**src/rtl/fifo_ram_ctrl.sv**
```systemverilog
// Circular-buffer controller for a DEPTH x WIDTH dual-port RAM with a 1-cycle registered read.
// Latency: RAM enables are combinational from push/pop. Flags follow one cycle after the accepting edge. rd_valid trails an accepted pop by 1 cycle.
// Backpressure: a push while full or a pop while empty is dropped, and the matching sticky error flag is set.
module fifo_ram_ctrl #(
  parameter int DEPTH    = 64,
  parameter int AW       = $clog2(DEPTH),
  parameter int AF_LEVEL = DEPTH - 4,
  parameter int AE_LEVEL = 4
) (
  input  logic          clk,
  input  logic          rst_n,
  input  logic          push,
  input  logic          pop,
  input  logic          clr_err,
  output logic          ram_w_en,
  output logic [AW-1:0] ram_w_addr,
  output logic          ram_r_en,
  output logic [AW-1:0] ram_r_addr,
  output logic          rd_valid,
  output logic          full,
  output logic          empty,
  output logic          almost_full,
  output logic          almost_empty,
  output logic [AW:0]   count,
  output logic          overflow,
  output logic          underflow
);

  localparam logic [AW:0]   DEPTH_C  = (AW+1)'(DEPTH);
  localparam logic [AW:0]   AF_C     = (AW+1)'(AF_LEVEL);
  localparam logic [AW:0]   AE_C     = (AW+1)'(AE_LEVEL);
  localparam logic [AW-1:0] LAST_PTR = AW'(DEPTH - 1);

  logic [AW-1:0] wr_ptr;
  logic [AW-1:0] rd_ptr;
  logic          push_ok;
  logic          pop_ok;

  // Status flags are decoded from the registered count only.
  assign full         = (count == DEPTH_C);
  assign empty        = (count == '0);
  assign almost_full  = (count >= AF_C);
  assign almost_empty = (count <= AE_C);

  // At full, a simultaneous pop still drains one entry while the push is refused.
  // At empty, a simultaneous push fills one entry while the pop is refused. There is no fall-through.
  assign push_ok = push & ~full;
  assign pop_ok  = pop & ~empty;

  assign ram_w_en   = push_ok;
  assign ram_r_en   = pop_ok;
  assign ram_w_addr = wr_ptr;
  assign ram_r_addr = rd_ptr;

  // Advance each pointer on an accepted request.
  // The wrap uses an explicit compare so that DEPTH does not need to be a power of two.
  always_ff @(posedge clk or negedge rst_n) begin
    if (!rst_n) begin
      wr_ptr <= '0;
      rd_ptr <= '0;
    end else begin
      if (push_ok) wr_ptr <= (wr_ptr == LAST_PTR) ? '0 : wr_ptr + 1'b1;
      if (pop_ok)  rd_ptr <= (rd_ptr == LAST_PTR) ? '0 : rd_ptr + 1'b1;
    end
  end

  // Track occupancy.
  // When a push and a pop are both accepted, the count is left unchanged.
  always_ff @(posedge clk or negedge rst_n) begin
    if (!rst_n) begin
      count <= '0;
    end else begin
      case ({push_ok, pop_ok})
        2'b10:   count <= count + 1'b1;
        2'b01:   count <= count - 1'b1;
        default: count <= count;
      endcase
    end
  end

  // Mirror the RAM's single-cycle read latency.
  always_ff @(posedge clk or negedge rst_n) begin
    if (!rst_n) rd_valid <= 1'b0;
    else        rd_valid <= pop_ok;
  end

  // Sticky error flags.
  // A new error in the same cycle as clr_err takes priority over the clear.
  always_ff @(posedge clk or negedge rst_n) begin
    if (!rst_n) begin
      overflow  <= 1'b0;
      underflow <= 1'b0;
    end else begin
      if (push & full)  overflow <= 1'b1;
      else if (clr_err) overflow <= 1'b0;
      if (pop & empty)  underflow <= 1'b1;
      else if (clr_err) underflow <= 1'b0;
    end
  end

endmodule

```
**config.mk**
```make
export PLATFORM = sky130hd
export DESIGN_NAME = fifo_ram_ctrl
export DESIGN_NICKNAME = d
export VERILOG_FILES = /design/src/rtl/fifo_ram_ctrl.sv
export SDC_FILE = /design/constraint.sdc
export NUM_CORES = 1
export LEC_CHECK = 0
export ABC_AREA = 0
export BUFFER_PORTS_ARGS = -buffer_cell sky130_fd_sc_hd__buf_4
export CELL_PAD_IN_SITES_DETAIL_PLACEMENT = 2
export CELL_PAD_IN_SITES_GLOBAL_PLACEMENT = 2
export CORE_UTILIZATION = 30
export DETAILED_ROUTE_END_ITERATION = 6
export GPL_TIMING_DRIVEN = 0
export PLACE_DENSITY = 0.81
export REMOVE_ABC_BUFFERS = 1
export SYNTH_ARGS = -nofsm -noshare
export SYNTH_HDL_FRONTEND = slang
export SYNTH_SLANG_ARGS = --single-unit
```
**constraint.sdc**
```tcl
create_clock -name clk -period 3.5 [get_ports clk]
set_clock_uncertainty 0.05 [all_clocks]
set_input_delay 0.35 -clock clk [delete_from_list [all_inputs] [get_ports clk]]
set_output_delay 0.35 -clock clk [all_outputs]
set_load 0.02 [all_outputs]
```
**Yosys cells after proc, flatten, opt, wreduce, memory -nomap -nowiden**

Index checks and enable logic that the tools add are counted.

- Bitwise gates (word level): 6
- Reductions and logical operators: 4
- Mux-type cells: 6
- Add/subtract/negate cells: 4
- $lt $le $gt $ge: 2
- Equal/unequal tests: 5

Operators by type and width:

| kind | count |
|---|---|
| 7-bit one-hot mux with 2 select lines | 1 |
| 6-bit by 1-bit adder with 6-bit output, second input constant | 2 |
| 6-bit equality test, second input constant | 2 |
| 6-bit two-way mux | 2 |
| 7-bit by 1-bit adder with 7-bit output, second input constant | 1 |
| 7-bit equality test, second input constant | 1 |
| 7-bit by 6-bit >= comparator with 1-bit output, second input constant | 1 |
| 7-bit by 3-bit <= comparator with 1-bit output, second input constant | 1 |
| 7-bit zero test | 1 |
| 7-bit by 1-bit subtractor with 7-bit output, second input constant | 1 |
| 2-bit nonzero test | 3 |
| 1-bit bitwise AND | 4 |
| 1-bit two-way mux | 3 |
| 2-bit by 1-bit equality test with 1-bit output, second input constant | 1 |
| 2-bit equality test, second input constant | 1 |
| 1-bit NOT | 2 |

- Flip-flop bits (word level): 22

**Longest topological paths before layout**

Gate-level depths: netlist of the first run.

- Depth after elaboration: 5
- Mapped depth: 10
- Gate-level depth less buffers: 10

**Worst setup path after synthesis of the first run**

OpenSTA, ideal clock, no wires.

- Kind: reg2reg
- Start point: register count[0]
- End point: register count[5]
- Arrival time: 3.106 ns
- Stages on the path, launching flop included: 10
- Period minus slack after synthesis: 3.225 ns
- Slack: 0.275 ns
- Data required time: 3.380 ns
- Library setup time: 0.070 ns
- Cells stage by stage: dfrtp_1 -> or4_4 -> o21ai_1 -> inv_1 -> ha_1 -> ha_1 -> a21o_1 -> a31o_2 -> a2111oi_0 -> nand3b_1

- Longest elaborated chain between the ends: 5
- Elaborated cells on any way between the ends: 12

RTL lines:

| what | RTL line | text |
|---|---|---|
| start: declaration | 24 | `output logic [AW:0] count,` |
| start signal: assignment | 74 | `2'b10: count <= count + 1'b1;` |
| start signal: assignment | 75 | `2'b01: count <= count - 1'b1;` |
| start signal: assignment | 76 | `default: count <= count;` |
| 7-bit zero test * | 41 | `assign empty = (count == '0);` |
| 1-bit NOT * | 48 | `assign pop_ok = pop & ~empty;` |
| 1-bit bitwise AND * | 48 |  |
| net ram_r_en | 17 | `output logic ram_r_en,` |
| 2-bit by 1-bit equality test with 1-bit output / 2-bit equality test (equally long branches) | 73 | `case ({push_ok, pop_ok})` |
| 7-bit one-hot mux with 2 select lines / 2-bit nonzero test (equally long branches) | n/a |  |

Mark *: on every way through the listed nets, which the timed path passes. The rest lies on a longest branch.
A chain may end at the register's enable or synchronous reset.

**Worst setup path in the final report of the first run**

- Start point: register count[0]
- End point: register count[5]

- Longest elaborated chain between the ends: 5
- Elaborated cells on any way between the ends: 12

RTL lines:

| what |
|---|
| branches (longest 5 deep; another with 7-bit by 1-bit subtractor with 7-bit output) |

Several ways; the timed one is not identified.

==> results of run 1 <==
[registers in the layout, summed over array words and instances, names as in the netlist]
signal      cells
count           7
ram_r_addr      6
ram_w_addr      6
rd_valid        1
overflow        1
underflow       1
[critical path: cells and delay by family (launching register included)]
family | cells | cell delay [ns]
flip-flops | 1 | 0.46
AO/OA/AOI/OAI | 4 | 1.11
adder cells (fa/ha/maj) | 2 | 0.63
buffers and inverters | 1 | 0.25
AND/OR/NAND/NOR | 2 | 0.77
[layer usage]
metal | track usage (%) | vias to the layer above | share of wire (%)
met5 | 0 | - | 0
met4 | 7.71 | 0 | 2.2
met3 | 1.18 | 7 | 3.1
met2 | 32.1 | 26 | 52
met1 | 19.7 | 587 | 43
li1 | - | 539 | -
[kinds of logic (layout without fill, tap and decap cells)]
logic type	count (synthesis)	in the layout	synth area share [%]
AOI/OAI and AO/OA	37	37	21.2
buffers and inverters	10	46	2.94
adders and majority gates	9	9	9.42
DFF	22	22	43.2
and+or+nand+nor	40	40	17.0
xor gates and xnor gates	8	8	5.50
muxes	1	1	0.785
[final timing paths]
kind	start	to	slack, ns	cells past startpoint
setup / recovery	count[0]$_DFFE_PN0P_	count[5]$_DFFE_PN0P_	0.15	9
max in group asynchronous	rst_n	ram_r_addr[0]$_DFFE_PN0P_	2.72	2
min in group asynchronous	rst_n	ram_w_addr[4]$_DFFE_PN0P_	0.46	2
hold / removal	pop	underflow$_DFFE_PN0P_	0.28	2
setup reg to reg	count[0]$_DFFE_PN0P_	count[5]$_DFFE_PN0P_	0.15	9
hold reg to reg	overflow$_DFFE_PN0P_	overflow$_DFFE_PN0P_	0.47	1
[cells in the mapped netlist (3+ instances only)]
cell / count
dfrtp_1: 22
o21ai_0: 8
a21oi_1: 4
inv_1: 8
a21o_1: 4
nand3_1: 3
nor3b_1: 3
nor2_1: 4
and3_1: 4
ha_1: 8
o21ai_1: 3
xnor2_1: 6
nand2_1: 16
[through the flow]
stage | util, % | power (uW) | cell area (um^2) | hold slack [ns] | instances
after floorplan | - | 1010 | 1270 | 0.00441 | 126
after global placement | 39.1 | 1300 | 1570 | 0.208 | 208
after detailed placement | 39.1 | 1360 | 1570 | 0.211 | 208
after CTS | 40.7 | 1550 | 1640 | 0.277 | 213
after global routing | 41.0 | 1650 | 1650 | 0.281 | 213
final | 41.0 | 1530 | 1650 | 0.279 | 213
[power by group]
group	internal [uW]	leakage [uW]	total (uW)	switching, uW
logic	363	0.000493	818	455
clock network	100	0.0000288	186	85.4
registers	363	0.000269	531	168
total	827	0.000791	1530	708
[area by class of cell]
cell class | count | area (um^2)
Clock buffer | 4 | 55.1
Fill cell | 466 | 2380
Inverter | 9 | 33.8
Multi-Input combinational cell | 95 | 699
Sequential cell | 22 | 551
Tap cell | 50 | 62.6
Timing Repair Buffer | 33 | 250
[what timing repair did]
item / in CTS / in global routing
setup buffers: 0 / 0
resized for setup: 0 / 2
setup endpoints to repair: 0 / 3
hold endpoints to repair: 22 / 0
hold buffers: 1 / 0
[placed cells by master (no fill, tap or decap), drive strengths merged, types with 2 or more instances in the layout]
cell    count
clkbuf      4
xor2        2
nand2      16
xnor2       6
a31oi       2
or3         2
o21a        2
inv         9
nand3       3
a21o        4
and3        4
nor3b       3
o21ai      11
ha          8
a311oi      2
a21oi       4
a22o        2
buf        32
nor2        4
dfrtp      22
o211ai      2
nand3b      2
==> impl_metrics.csv, run 1 <==
group,metric,value,unit
yosys,syn_inst,127,
power,leakagePower,0.000791,uW
sta,hold_violations,0,
worst_setup_path,crit_chain,"or4_4 -> o21ai_1 -> inv_1 -> ha_4 -> ha_1 -> a21o_1 -> a31o_2 -> a2111oi_0 -> nand3b_1",
power,irDropWorstVdd,307,uV
sta,fmax,0.298,GHz
placed_design,dp_slack,0.0399,ns
global_routing,antenna_found_initial,0,
floorplan,die_area,4510,um^2
layout,layout.nets,178,
sta,rsz0062_at_grt,"false",
drt,firstDrtPassIters,3,
global_routing,grt-ovfl-total,0,
floorplan,num_io_pins,33,
floorplan,fp-row-count,23,
job,maxCapViolCount,0,
yosys,synthFlopType,"dfrtp_1",
placed_design,port_buffers,32,
yosys,synth_warnings,0,
worst_setup_path,critPathLaunchType,"flip-flop",
power,powerDensity,929,nW/um^2
yosys,synth-seq-cells,22,
global_routing,grt.total_usage,17.2,%
drt,viasPerCell,5.44,
sta,slew_headroom,61.6,%
sta,fin_crit_sh,95.8,%
layout,antennaDiodeCount,0,
yosys,synth_edf_count,0,
sta,setup_viol,0,
cts,cts_tree,"yes",
drt,drcViolationCount,0,
sta,worst_slack,0.148,ns
placed_design,gp_congestion,0.760,
global_routing,grt_max_degree,23,
yosys,synth_top_area_cell,"dfrtp_1",
cts,cts_made_buffers,3,
drt,drt_iter0_drc,28,
sta,min_period,3.35,ns
drt,via_count,1159,
floorplan,fp.dieW,67.2,um
drt,drtAntennaViolNets,0,
cts,clk_latency,0.26,ns
yosys,synth_top_cell_area_share,43.2,%
yosys,ys_types,39,
layout,final_layout_size_suffix_gt1_share,25.8,%
layout,syn2layout_area_growth,29.5,%
worst_setup_path,slowest_delay,0.61,ns
worst_setup_path,critPathSlowestCell,"or4_4",
cts,cts.sinks,22,
sta,setup_tns,0,ns
worst_setup_path,path_class,"reg2reg",
cts,clkTransAtPathRegs,0.08,ns
worst_setup_path,crit_path_end_kind,"flip-flop",
global_routing,grt_pass1_wl,5790,um
worst_setup_path,critPathMaxFanout,11,
global_routing,grt_pass1_vias,1208,
status,status,"completed",
yosys,syn_area,1270,um^2
worst_setup_path,worstPathRequired,3.65,ns
yosys,synth.area.top_cells,"dfrtp_1, ha_1, nand2_1",
cts,clock_path_buffers,2,
cts,clockRootBuffer,"clkbuf_8",
floorplan,coreArea,4030,um^2
sta,slew_viol_final,0,
floorplan,die_h,67.2,um
worst_hold_path,hold_path_class,"in2reg",
floorplan,initial_core_util,31.6,%
drt,post_drt_wl_per_cell,16.8,um
drt,wl,3580,um
placed_design,dp_hpwl,2800,um
worst_setup_path,worstPathArrival,3.50,ns
yosys,syn_avg_cell_area,10.0,um^2
yosys,async_flop_share,100,%
yosys,ys_seq_area_share,43.2,%
cts,cts.htree.levels,1,
sta,tightest_slew,0.574,ns
Note: power is estimated with default switching activity, not from simulation.
==> run 2, diff against run 1 <==
- BUFFER_PORTS_ARGS: -buffer_cell sky130_fd_sc_hd__buf_4 -> -buffer_cell sky130_fd_sc_hd__buf_2
==> run 2 against run 1 <==
Net effect: the flow now finishes with violations (negative hold slack); clock-buffer cell count unchanged; first-iteration DRC count is 7.1% higher; worst hold slack got worse by 0.29 ns; routed wire length rose by 8.7%; maximum frequency is 0.42% lower; clock power is essentially flat; cell count shrank 0.47%; global-route usage up 1.1 points; total power shrank 3.7%; via count is 1.7% lower; critical path depth shrank 1; utilization decreased by 2.4 points; critical path type unchanged; highest routed layer unchanged.
==> impl_metrics.csv, run 2 (synthesis results as in run 1) <==
group,metric,value,unit
status,status,"finished, violations left",
status,violations,"negative hold slack",
placed_design,dp_hpwl,3030,um
drt,via_count,1139,
global_routing,antenna_found_initial,0,
layout,final_layout_size_suffix_gt1_share,26.5,%
layout,top_register,"count",
layout,fill_cells,457,
worst_setup_path,worst-path-stages,8,
global_routing,grt-ovfl-total,0,
cts,clk_latency,0.27,ns
global_routing,grt_max_degree,23,
worst_setup_path,worstReg2RegEnd,"count[5]$_DFFE_PN0P_",
worst_setup_path,critPathSlowestCell,"or4_4",
drt,drcViolationCount,0,
power,leakagePower,0.000767,uW
worst_setup_path,crit_start,"count[0]$_DFFE_PN0P_",
sta,min_period,3.37,ns
floorplan,num_io_pins,33,
cts,cts_made_buffers,3,
job,maxCapViolCount,0,
placed_design,place_area,1490,um^2
worst_setup_path,crit_path_end_kind,"flip-flop",
floorplan,fp-row-count,23,
worst_setup_path,r2r-start,"count[0]$_DFFE_PN0P_",
worst_setup_path,path_class,"reg2reg",
global_routing,grt_pass1_wl,6110,um
cts,cts.sinks,22,
floorplan,die_area,4510,um^2
global_routing,grt_pass1_vias,1246,
cts,clkTransAtPathRegs,0.08,ns
drt,drtAntennaViolNets,0,
layout,final_area,1560,um^2
layout,utilization,38.6,%
power,switchingPower,723,uW
drt,firstDrtPassIters,4,
cts,clockRootBuffer,"clkbuf_8",
drt,wl,3890,um
layout,syn2layout_area_growth,22.0,%
drt,viasPerCell,5.37,
floorplan,fp.dieW,67.2,um
power,p_comb_share,51.1,%
sta,tightest_slew,0.532,ns
floorplan,die_h,67.2,um
sta,hold_violations,8,
cts,clock_path_buffers,2,
sta,slew_viol_final,0,
worst_setup_path,critPathMaxFanout,11,
layout,layout.nets,177,
power,seqPwrFrac,36.1,%
sta,setup_tns,0,ns
global_routing,grt.total_usage,18.3,%
sta,fin_crit_sh,96.2,%
worst_setup_path,ff2ff_setup_slack,0.13,ns
sta,rsz0062_at_grt,"false",
layout,largest_reg_flops,7,
cts,cts.htree.levels,1,
placed_design,port_buffers,32,
sta,slew_headroom,64.4,%
worst_setup_path,crit_buf_inv,0,
power,powerDensity,950,nW/um^2
worst_setup_path,crit_chain,"or4_4 -> o41ai_4 -> ha_2 -> ha_1 -> a21o_1 -> a31o_2 -> a2111oi_0 -> nand3b_1",
sta,fmax,0.297,GHz
cts,cts_tree,"yes",
power,power.internal,754,uW
layout,layout_commonest_cell,"buf_2",
worst_setup_path,slowest_delay,0.62,ns
floorplan,initial_core_util,31.6,%
power,swShare,48.9,%
power,pwr-share-clk,12.8,%
worst_setup_path,r2r_cells,8,
floorplan,coreArea,4030,um^2
drt,post_drt_wl_per_cell,18.4,um
worst_hold_path,hold_path_class,"in2async",
worst_setup_path,worstPathArrival,3.52,ns
sta,setup_viol,0,
worst_setup_path,crit_path_end,"count[5]$_DFFE_PN0P_",
placed_design,gp_congestion,0.751,
worst_setup_path,worstPathRequired,3.66,ns
power,irDropWorstVdd,240,uV
sta,holdWs,-0.00809,ns
drt,drt_iter0_drc,30,
worst_setup_path,critPathLaunchType,"flip-flop",
worst_setup_path,crit_family,"compound AO/OA/AOI/OAI gates",
layout,final_cell_mix,"buf_2, dfrtp_1, nand2_1, inv_1, o21ai_0",
layout,antennaDiodeCount,0,
[run 2: cell count changes in the layout (fill, tap and decap cells not counted), sizes merged]
cell         before  now
dlygate4sd3       1    0
[run 2: worst min-delay path by stage]
stage / startpoint / to / slack [ns] / cells after the start
2_1_floorplan: rst_n / count[0]$_DFFE_PN0P_ / 0.004 / 0
3_3_place_gp: rst_n / ram_w_addr[3]$_DFFE_PN0P_ / 0.30 / 1
3_5_place_dp: rst_n / ram_w_addr[3]$_DFFE_PN0P_ / 0.30 / 1
4_1_cts: rst_n / ram_w_addr[3]$_DFFE_PN0P_ / 0.01 / 1
5_1_grt: rst_n / ram_w_addr[3]$_DFFE_PN0P_ / 0.02 / 1
6_report: rst_n / ram_w_addr[3]$_DFFE_PN0P_ / -0.008 / 1
[run 2: routing by layer]
layer	share of wire, %	track usage [%]	wire length [um]
met5	0	0	0
met4	0.82	6.38	32
met3	2.4	1.18	94
met2	56	35.6	2180
met1	41	20.5	1590
[run 2: power groups by stage]
stage	Combinational, uW	Sequential, uW	Clock (uW)
after global placement	703	517	0
after detailed placement	759	540	0
final	755	534	188
after CTS	770	536	191
after global routing	830	554	200
after floorplan	381	625	0
[run 2: area by class of cell]
type                       count  area [um^2]  area share (%)
clock buffer                   4         55.1            3.54
sequential                    22          551            35.4
inverter                       9         33.8            2.17
tap                           50         62.6            4.02
timing repair buffer          32          160            10.3
multi-input combinational     95          693            44.6
[run 2: worst reg2reg max path: stages, from the launching register on]
cell	delay [ns]
dfrtp_1	0.45
or4_4	0.62
o41ai_4	0.47
ha_2	0.43
ha_1	0.34
a21o_1	0.18
a31o_2	0.22
a2111oi_0	0.37
nand3b_1	0.16
[run 2: what timing repair did]
action                     CTS  global route
buffers inserted             0             0
resized for setup            2             0
setup endpoints to repair    1             0
hold buffers                 0             0
[run 2: stage by stage]
stage / cells / total power, uW / setup WS, ns
global placement: 208 / 1220 / 0.0944
floorplan: 126 / 1010 / 0.275
global route: 212 / 1580 / 0.00336
CTS: 212 / 1500 / 0.112
detailed placement: 208 / 1300 / 0.0261
finish: 212 / 1480 / 0.134
